==> src/rtl/da_fir_serial_if.sv <==
// -----------------------------------------------------------------------------
// da_fir_serial_if
//   Sample-in / result-out bundle of the bit-serial DA FIR filter.
//
//   Parameters
//     DIN_WIDTH   signed input sample width
//     DOUT_WIDTH  signed filter output width
//
//   Signals
//     flush      source -> filter  clear delay line, abort computation
//     din        source -> filter  signed input sample
//     in_valid   source -> filter  din valid
//     in_ready   filter -> source  filter accepts din this cycle
//     dout       filter -> sink    signed filter output
//     out_valid  filter -> sink    one-clock pulse, dout valid
//
//   Modports
//     master  sample source / result sink side
//     slave   filter side
// -----------------------------------------------------------------------------
interface da_fir_serial_if #(
  parameter int DIN_WIDTH  = 12,
  parameter int DOUT_WIDTH = 26
);
  logic                         flush;
  logic signed [DIN_WIDTH-1:0]  din;
  logic                         in_valid;
  logic                         in_ready;
  logic signed [DOUT_WIDTH-1:0] dout;
  logic                         out_valid;

  modport master (
    output flush, din, in_valid,
    input  in_ready, dout, out_valid
  );

  modport slave (
    input  flush, din, in_valid,
    output in_ready, dout, out_valid
  );
endinterface

==> src/rtl/da_fir_serial.sv <==
// -----------------------------------------------------------------------------
// da_fir_serial
//   Bit-serial distributed-arithmetic FIR filter. Keeps a TAPS-deep sample
//   delay line and a 2^TAPS-entry partial-sum LUT built from COEFFS at
//   elaboration. Each accepted sample produces one full-precision output
//   y[n] = sum b[k]*x[n-k] after DIN_WIDTH serial clocks (MSB first).
//
//   Parameters
//     TAPS         number of taps (2..8)
//     DIN_WIDTH    signed input width, also serial cycles per sample
//     COEFF_WIDTH  signed coefficient width
//     COEFFS       packed coefficients, slice k = b[k] multiplies x[n-k]
//
//   Ports
//     clk  in     rising-edge clock
//     rst  in     synchronous active-high reset (overrides flush)
//     bus  slave  flush / din / in_valid / in_ready / dout / out_valid
// -----------------------------------------------------------------------------
module da_fir_serial #(
  parameter int                         TAPS        = 4,
  parameter int                         DIN_WIDTH   = 12,
  parameter int                         COEFF_WIDTH = 12,
  parameter logic [TAPS*COEFF_WIDTH-1:0] COEFFS     = {12'd510, 12'd341, 12'd132, 12'd41}
) (
  input  logic           clk,
  input  logic           rst,
  da_fir_serial_if.slave bus
);

  localparam int DOUT_WIDTH = DIN_WIDTH + COEFF_WIDTH + $clog2(TAPS);
  localparam int LUT_SIZE   = 1 << TAPS;
  localparam int CNT_W      = $clog2(DIN_WIDTH + 1);

  typedef enum logic [1:0] {
    IDLE = 2'd0,
    BUSY = 2'd1,
    DONE = 2'd2
  } state_t;

  // Sum of the coefficients selected by the set bits of address a.
  function automatic logic signed [DOUT_WIDTH-1:0] lut_entry(input int a);
    logic signed [DOUT_WIDTH-1:0]  sum;
    logic signed [COEFF_WIDTH-1:0] coef;
    sum = '0;
    for (int k = 0; k < TAPS; k++) begin
      coef = COEFFS[k*COEFF_WIDTH +: COEFF_WIDTH];
      if (a[k]) sum = sum + coef;
    end
    return sum;
  endfunction

  // Partial-sum table, fixed at elaboration.
  logic signed [DOUT_WIDTH-1:0] lut [LUT_SIZE];
  for (genvar a = 0; a < LUT_SIZE; a++) begin : g_lut
    localparam logic signed [DOUT_WIDTH-1:0] ENTRY = lut_entry(a);
    assign lut[a] = ENTRY;
  end

  state_t                       state_q, state_d;
  logic [DIN_WIDTH-1:0]         x_q [TAPS];
  logic [CNT_W-1:0]             cnt_q;
  logic signed [DOUT_WIDTH-1:0] acc_q, acc_d;
  logic signed [DOUT_WIDTH-1:0] dout_q;

  logic [TAPS-1:0]              addr;
  logic signed [DOUT_WIDTH-1:0] lut_sel;
  logic                         last_bit;
  logic                         accept;
  logic                         in_ready;
  logic                         out_valid;

  assign last_bit = (cnt_q == CNT_W'(DIN_WIDTH - 1));

  // ---------------------------------------------------------------------------
  // FSM: state register
  // ---------------------------------------------------------------------------
  // NOTE: clocked state uses non-blocking (<=) so every register samples the
  // pre-edge values of the others; blocking here would create order-dependent
  // simulation that does not match the synthesized flops.
  always_ff @(posedge clk) begin
    if (rst) state_q <= IDLE;
    else     state_q <= state_d;
  end

  // ---------------------------------------------------------------------------
  // FSM: next state and handshake outputs
  // ---------------------------------------------------------------------------
  // NOTE: every output of this block is given a default first, so no path
  // leaves a signal unassigned and no latch is inferred.
  always_comb begin
    state_d   = state_q;
    accept    = 1'b0;
    in_ready  = 1'b0;
    out_valid = 1'b0;
    unique case (state_q)
      IDLE: begin
        in_ready = 1'b1;
        if (bus.in_valid) begin
          accept  = 1'b1;
          state_d = BUSY;
        end
      end
      BUSY: begin
        if (last_bit) state_d = DONE;
      end
      DONE: begin
        in_ready  = 1'b1;
        out_valid = 1'b1;
        accept    = bus.in_valid;
        state_d   = bus.in_valid ? BUSY : IDLE;
      end
      default: state_d = IDLE;
    endcase
    // Flush wins over everything except rst: no accept, no result this cycle.
    if (bus.flush) begin
      state_d   = IDLE;
      accept    = 1'b0;
      in_ready  = 1'b0;
      out_valid = 1'b0;
    end
  end

  // ---------------------------------------------------------------------------
  // Bit-plane address and accumulator update
  // ---------------------------------------------------------------------------
  always_comb begin
    addr = '0;
    for (int k = 0; k < TAPS; k++) addr[k] = x_q[k][DIN_WIDTH-1];
    lut_sel = lut[addr];
    // The sign bit-plane carries negative weight in two's complement.
    if (cnt_q == '0) acc_d = -lut_sel;
    else             acc_d = (acc_q <<< 1) + lut_sel;
  end

  // ---------------------------------------------------------------------------
  // Datapath
  //   The delay line doubles as the serial shifter: each tap rotates left
  //   once per BUSY clock, so after DIN_WIDTH rotations every sample is back
  //   in its original alignment, ready for the next shift-in.
  // ---------------------------------------------------------------------------
  // NOTE: the delay line is a small register array whose contents feed every
  // future output, so it is reset explicitly; a RAM-style array would not be.
  always_ff @(posedge clk) begin
    if (rst) begin
      for (int k = 0; k < TAPS; k++) x_q[k] <= '0;
      acc_q  <= '0;
      dout_q <= '0;
      cnt_q  <= '0;
    end else if (bus.flush) begin
      for (int k = 0; k < TAPS; k++) x_q[k] <= '0;
      acc_q <= '0;
      cnt_q <= '0;
    end else if (accept) begin
      x_q[0] <= bus.din;
      for (int k = 1; k < TAPS; k++) x_q[k] <= x_q[k-1];
      cnt_q <= '0;
    end else if (state_q == BUSY) begin
      for (int k = 0; k < TAPS; k++) x_q[k] <= {x_q[k][DIN_WIDTH-2:0], x_q[k][DIN_WIDTH-1]};
      acc_q <= acc_d;
      cnt_q <= cnt_q + CNT_W'(1);
      // Result is registered as the last bit-plane lands, so dout is already
      // valid during the single DONE cycle.
      if (last_bit) dout_q <= acc_d;
    end
  end

  assign bus.in_ready  = in_ready;
  assign bus.out_valid = out_valid;
  assign bus.dout      = dout_q;

endmodule

==> src/flat_wrapper.sv <==
// flat-port wrapper written by rule: the top's interface ports become plain ports
module da_fir_serial_flat 
#(
  parameter int                         TAPS        = 4,
  parameter int                         DIN_WIDTH   = 12,
  parameter int                         COEFF_WIDTH = 12,
  parameter logic [TAPS*COEFF_WIDTH-1:0] COEFFS     = {12'd510, 12'd341, 12'd132, 12'd41}
)
  (clk, rst, bus_flush, bus_din, bus_in_valid, bus_in_ready, bus_dout, bus_out_valid);
  da_fir_serial_if #(.DIN_WIDTH(DIN_WIDTH), .DOUT_WIDTH((26))) bus_i ();
  input  logic clk;
  input  logic rst;
  input wire logic [$bits(bus_i.flush)-1:0] bus_flush;
  input wire logic [$bits(bus_i.din)-1:0] bus_din;
  input wire logic [$bits(bus_i.in_valid)-1:0] bus_in_valid;
  output wire logic [$bits(bus_i.in_ready)-1:0] bus_in_ready;
  output wire logic [$bits(bus_i.dout)-1:0] bus_dout;
  output wire logic [$bits(bus_i.out_valid)-1:0] bus_out_valid;
  assign bus_i.flush = bus_flush;
  assign bus_i.din = bus_din;
  assign bus_i.in_valid = bus_in_valid;
  assign bus_in_ready = bus_i.in_ready;
  assign bus_dout = bus_i.dout;
  assign bus_out_valid = bus_i.out_valid;
  da_fir_serial #(.TAPS(TAPS), .DIN_WIDTH(DIN_WIDTH), .COEFF_WIDTH(COEFF_WIDTH), .COEFFS(COEFFS)) u_core (.clk(clk), .rst(rst), .bus(bus_i));
endmodule
==> config.mk <==
export PLATFORM = sky130hd
export DESIGN_NAME = da_fir_serial_flat
export DESIGN_NICKNAME = d
export VERILOG_FILES = /design/src/rtl/da_fir_serial_if.sv /design/src/rtl/da_fir_serial.sv /design/src/flat_wrapper.sv
export SDC_FILE = /design/constraint.sdc
export NUM_CORES = 1
export LEC_CHECK = 0
export CORE_MARGIN = 1
export CORE_UTILIZATION = 50
export CTS_BUF_LIST = sky130_fd_sc_hd__clkbuf_2
export CTS_CLUSTER_SIZE = 8
export DETAILED_ROUTE_END_ITERATION = 10
export PLACE_DENSITY = 0.8
export SLEW_MARGIN = 20
export SYNTH_ARGS = -nofsm -noshare
export SYNTH_HDL_FRONTEND = slang
export SYNTH_SLANG_ARGS = --single-unit
==> constraint.sdc <==
create_clock -name clk -period 3.3 [get_ports clk]
set_input_delay 0.66 -clock clk [delete_from_list [all_inputs] [get_ports clk]]
set_output_delay 0.66 -clock clk [all_outputs]
set_load 0.005 [all_outputs]
After elaboration in Yosys (flattened, before gate mapping)
Memory sizes are Yosys's and may differ from the RTL's.
Index checks and enable logic that the tools add are counted.
{ "op_classes": {"add_sub_neg": 3, "n_lt_le_gt_ge": 1, "eq_ne": 5, "muxes": 40, "bitwise": 15, "reduce_logical": 8} }
{ "op_table": {"columns": ["op", "count"], "rows": [
  ["$mux W12", 12],
  ["$mux W26", 3],
  ["$add A26 B26 Y26", 1],
  ["$neg A26 Y26", 1],
  ["$mux W1", 21],
  ["$or A1 B1 Y1", 12],
  ["$pmux W2 S3", 1],
  ["$ge A5 B5 Y1 const B", 1],
  ["$not A4 Y5", 1],
  ["$add A4 B1 Y4 const B", 1],
  ["$eq A4 B4 Y1 const B", 1],
  ["$logic_not A4 Y1", 1],
  ["$mux W2", 2],
  ["$reduce_and A2 Y1", 2],
  ["$reduce_and A4 Y1", 1],
  ["$reduce_or A2 Y1", 2],
  ["$reduce_or A3 Y1", 1],
  ["$eq A2 B1 Y1 const B", 1],
  ["$eq A2 B2 Y1 const B", 1],
  ["$logic_not A2 Y1", 1],
  ["$ne A2 B1 Y1 const B", 1],
  ["$ne A2 B2 Y1 const B", 1],
  ["$not A1 Y1", 2],
  ["$pmux W1 S2", 1]
]} }
{ "totals": {"register_bits": 57, "ramBits": 48, "rom_bits": 416, "input_bits": 16, "out_inout_bits": 28, "elab_cells": 78, "mem_count": 2} }
{ "memory_table": {"columns": ["memory", "words", "width", "rd", "rd_clocked_by_memory_dff", "wr", "line", "rtl"], "rows": [
  ["(no name shown)", 16, 26, 1, 0, 0, "da_fir_serial.sv:129", "lut_sel = lut[addr];"],
  ["u_core.x_q", 4, 12, 4, 0, 4, "da_fir_serial.sv:60", "logic [DIN_WIDTH-1:0] x_q [TAPS];"]
]} }

Longest topological paths before layout
{ "logic_depth": {"word_depth": 9, "ltp_mapped": 13, "depth_no_buf": 12} }

Worst setup path after synthesis
Ideal clock, no wire load.
{ "synth_timing": {"path_kind": "reg-to-reg", "startpoint": "mem u_core.x_q[0][11]", "endpoint": "reg u_core.dout_q[19] (netlist: u_core.bus.dout[19])", "setup_time_ns": 0.120, "arrival_time_ns": 3.128, "t_required_ns": 3.180, "path_slack_ns": 0.052, "path_stages_with_launch": 13, "n_path_buf": 1, "period_less_slack_ns": 3.248, "cell_sequence": "edfxtp_1 -> inv_1 -> ha_1 -> and2b_1 -> a211oi_1 -> or2_1 -> ha_1 -> a21oi_1 -> o221ai_2 -> a221oi_4 -> buf_6 -> nor3_1 -> o31a_1"} }
{ "synth_rtl": {"columns": ["item", "line", "rtl"], "rows": [
  ["start, declared", "da_fir_serial.sv:60", null],
  ["end signal, assigned", "da_fir_serial.sv:147", "dout_q <= '0;"],
  ["end signal, assigned", "da_fir_serial.sv:163", "if (last_bit) dout_q <= acc_d;"],
  ["end, declared", "da_fir_serial.sv:63", "logic signed [DOUT_WIDTH-1:0] dout_q;"]
]} }

==> impl_metrics.json <==
{
  "status": "finished clean",
  "setup_viol": 0,
  "fin_skew_ns": 0.0306,
  "end_kind": "flip-flop",
  "stdcell_count": 741,
  "clkTransAtPathRegs_ns": 0.28,
  "routedWlPerCell_um": 17.4,
  "maxCapViolations": 0,
  "p_switching_w": 0.000692,
  "critical_path.startpoint_type": "flip-flop",
  "postCtsHoldBufs": 0,
  "num_vias": 4454,
  "cts_buffer_depth": 2,
  "hp-class": "reg2reg",
  "via_per_inst": 6.01,
  "die_area_sq_um": 11500,
  "crit_type": "reg2reg",
  "grt_usage": 0.231,
  "numClockSinks": 105,
  "yosysSeqAreaShare": 0.465,
  "synth_area_per_cell_sq_um": 10.1,
  "required_ns": 3.80,
  "p_seq_frac": 0.595,
  "fp.dieH_um": 107,
  "numCtsBuffers": 9,
  "antenna_found_initial": 0,
  "clockRootBuffer": "clkbuf_2",
  "max_freq_ghz": 0.316,
  "synth_seq_cells": 105,
  "yosysTopAreaCellShare": 0.260,
  "yosysTopAreaCell": "edfxtp_1",
  "drt_pre_antenna_iters": 6,
  "routed_wl_mm": 12.9,
  "synth_edf_count": 48,
  "p_per_area_nw_per_um2": 376,
  "final_util": 0.593,
  "ys_top_cells_by_area": "edfxtp_1, dfxtp_1, a22o_1, ha_1, nor2_1",
  "synthArstFlopShare": 0,
  "arrival_ns": 3.66,
  "synthFlopType": "dfxtp_1",
  "drtAntennaViolNets": 0,
  "area_growth_pct": 15.9,
  "synthCells": 547,
  "grt-ovfl-total": 0,
  "dp_hpwl_mm": 9.07,
  "clockPowerShare": 0.261,
  "yosysWarnings": 0,
  "io_buffers": 43,
  "insertion_delay_ns": 0.59,
  "mostFrequentLayoutCells": "dfxtp_1, nor2_1, edfxtp_1, a22o_1, clkdlybuf4s50_1",
  "layout_commonest_cell": "dfxtp_1",
  "ir_drop_mv": 0.275,
  "fin_crit_sh": 0.958,
  "cts_tree": "built",
  "synth.distinct_cells": 71,
  "num_rows": 38,
  "synth_nets": 587,
  "dp.cells": 717,
  "grt_max_degree": 49,
  "grt_pass1_vias": 4241,
  "slew_headroom": 0.466,
  "p_int_w": 0.00173,
  "drt_iter0_drc": 237,
  "post-route-min-period_ns": 3.16,
  "insertedDiodeCount": 0,
  "pin_count": 44,
  "htreeDepth": 3,
  "slew_violations": 0,
  "synthesis.area_sq_um": 5550,
  "finalHoldViolCount": 0,
  "drive_gt1_frac": 0.136,
  "final_nets": 636,
  "tightest_slew_ns": 0.801,
  "switching_share": 0.286,
  "power.share.combinational": 0.144,
  "die_x_um": 107,
  "route.detailed.drc": 0,
  "power.leakage_nw": 2.42,
  "cp_max_fo": 9,
  "grt_pass1_wl_mm": 20.8,
  "core_area_sq_um": 10800,
  "tns_ns": 0,
  "gp_congestion": 0.928,
  "initial_core_util": 0.512
}
-- synthesized netlist by cell type, drive strengths merged (2+ instances only) --
cell type / instances
dfxtp: 57
nor2: 52
edfxtp: 48
a22o: 47
nand2: 40
o21ai: 28
a211oi: 27
a21oi: 27
ha: 23
clkbuf: 20
nor3: 20
xnor2: 17
inv: 16
buf: 12
nand3: 12
a21o: 9
o21a: 7
nor3b: 6
o211ai: 6
a31oi: 5
and3: 5
nand2b: 5
nand4: 4
xor2: 4
a21boi: 3
a22oi: 3
and2: 3
and4: 3
mux2i: 3
nand3b: 3
nor2b: 3
o31a: 3
or2: 3
a211o: 2
a221oi: 2
nor4: 2
o21bai: 2
o31ai: 2
-- cell type report --
class                           instances  area (sq um)
Timing Repair Buffer                   70           649
Clock inverter                          7          76.3
Inverter                               16          60.1
Tap cell                              140           175
Multi-Input combinational cell        394          2850
Fill cell                             930          4410
Sequential cell                       105          2580
Clock buffer                            9          45.0
-- power by group through the flow --
stage          Clock [W]  Combinational (W)  Sequential, W
2_1_floorplan          0           0.000222        0.00145
3_3_place_gp           0           0.000308        0.00146
3_5_place_dp           0           0.000318        0.00147
4_1_cts         0.000657           0.000320        0.00144
5_1_grt         0.000697           0.000379        0.00145
6_report        0.000633           0.000348        0.00144
-- timing repair --
item,CTS,global route
pin swaps,0,7
setup endpoints to repair,1,37
gates resized for setup,1,15
setup buffers,0,8
-- kinds of logic (layout without fill, tap and decap cells) --
logic type	after synthesis	after routing	share of synthesized area
AO/OA/AOI/OAI	181	181	0.249
AND/OR/NAND/NOR	165	165	0.156
flip-flops	105	105	0.465
buffers and inverters	48	102	0.0363
adder cells (fa/ha/maj)	24	24	0.0555
XOR/XNOR	21	21	0.0331
multiplexers	3	3	0.00541
-- layer usage --
layer | global-route usage | up-vias | routed length (um)
li1 | - | 2131 | -
met4 | 0.0832 | 0 | 279
met1 | 0.292 | 2140 | 5630
met5 | 0 | - | 0
met2 | 0.392 | 156 | 6330
met3 | 0.0436 | 27 | 684
-- final timing paths --
| path | startpoint | to | slack, ns | depth (start not counted) |
|---|---|---|---|---|
| max reg2reg | u_core.x_q[0][11]$_DFFE_PP_ | u_core.acc_q[22]$_SDFFE_PP0P_ | 0.14 | 13 |
| max | u_core.x_q[0][11]$_DFFE_PP_ | u_core.acc_q[22]$_SDFFE_PP0P_ | 0.14 | 13 |
| min | u_core.bus.dout[0]$_SDFFE_PP0P_ | u_core.bus.dout[0]$_SDFFE_PP0P_ | 0.48 | 2 |
| min reg2reg | u_core.bus.dout[0]$_SDFFE_PP0P_ | u_core.bus.dout[0]$_SDFFE_PP0P_ | 0.48 | 2 |
-- critical path: stages, from the launching register on --
cell	delay, ns
edfxtp_1	0.46
buf_4	0.18
ha_1	0.25
nor2b_2	0.15
o21ai_0	0.12
o21ai_1	0.20
ha_1	0.35
a21o_1	0.24
a211o_1	0.34
nor3_4	0.20
buf_12	0.15
nor4b_2	0.05
xnor2_1	0.29
o211ai_1	0.14
-- state kept, by name (all words and copies together), names as in the netlist --
register	flops
u_core.acc_q	25
u_core.bus.dout	26
u_core.cnt_q	4
u_core.state_q	2
u_core.x_q	48
-- metrics by stage --
| step | total power (W) | area (sq um) | worst slack, ns | hold slack (ns) |
|---|---|---|---|---|
| 2_1_floorplan | 0.00168 | 5550 | 0.0521 | 0.432 |
| 3_3_place_gp | 0.00177 | 6170 | 0.141 | 0.444 |
| 3_5_place_dp | 0.00178 | 6170 | 0.0202 | 0.451 |
| 4_1_cts | 0.00242 | 6300 | 0.0187 | 0.479 |
| 5_1_grt | 0.00252 | 6430 | -0.0303 | 0.515 |
| 6_report | 0.00242 | 6430 | 0.140 | 0.475 |
Note: power is estimated with default switching activity, not from simulation.
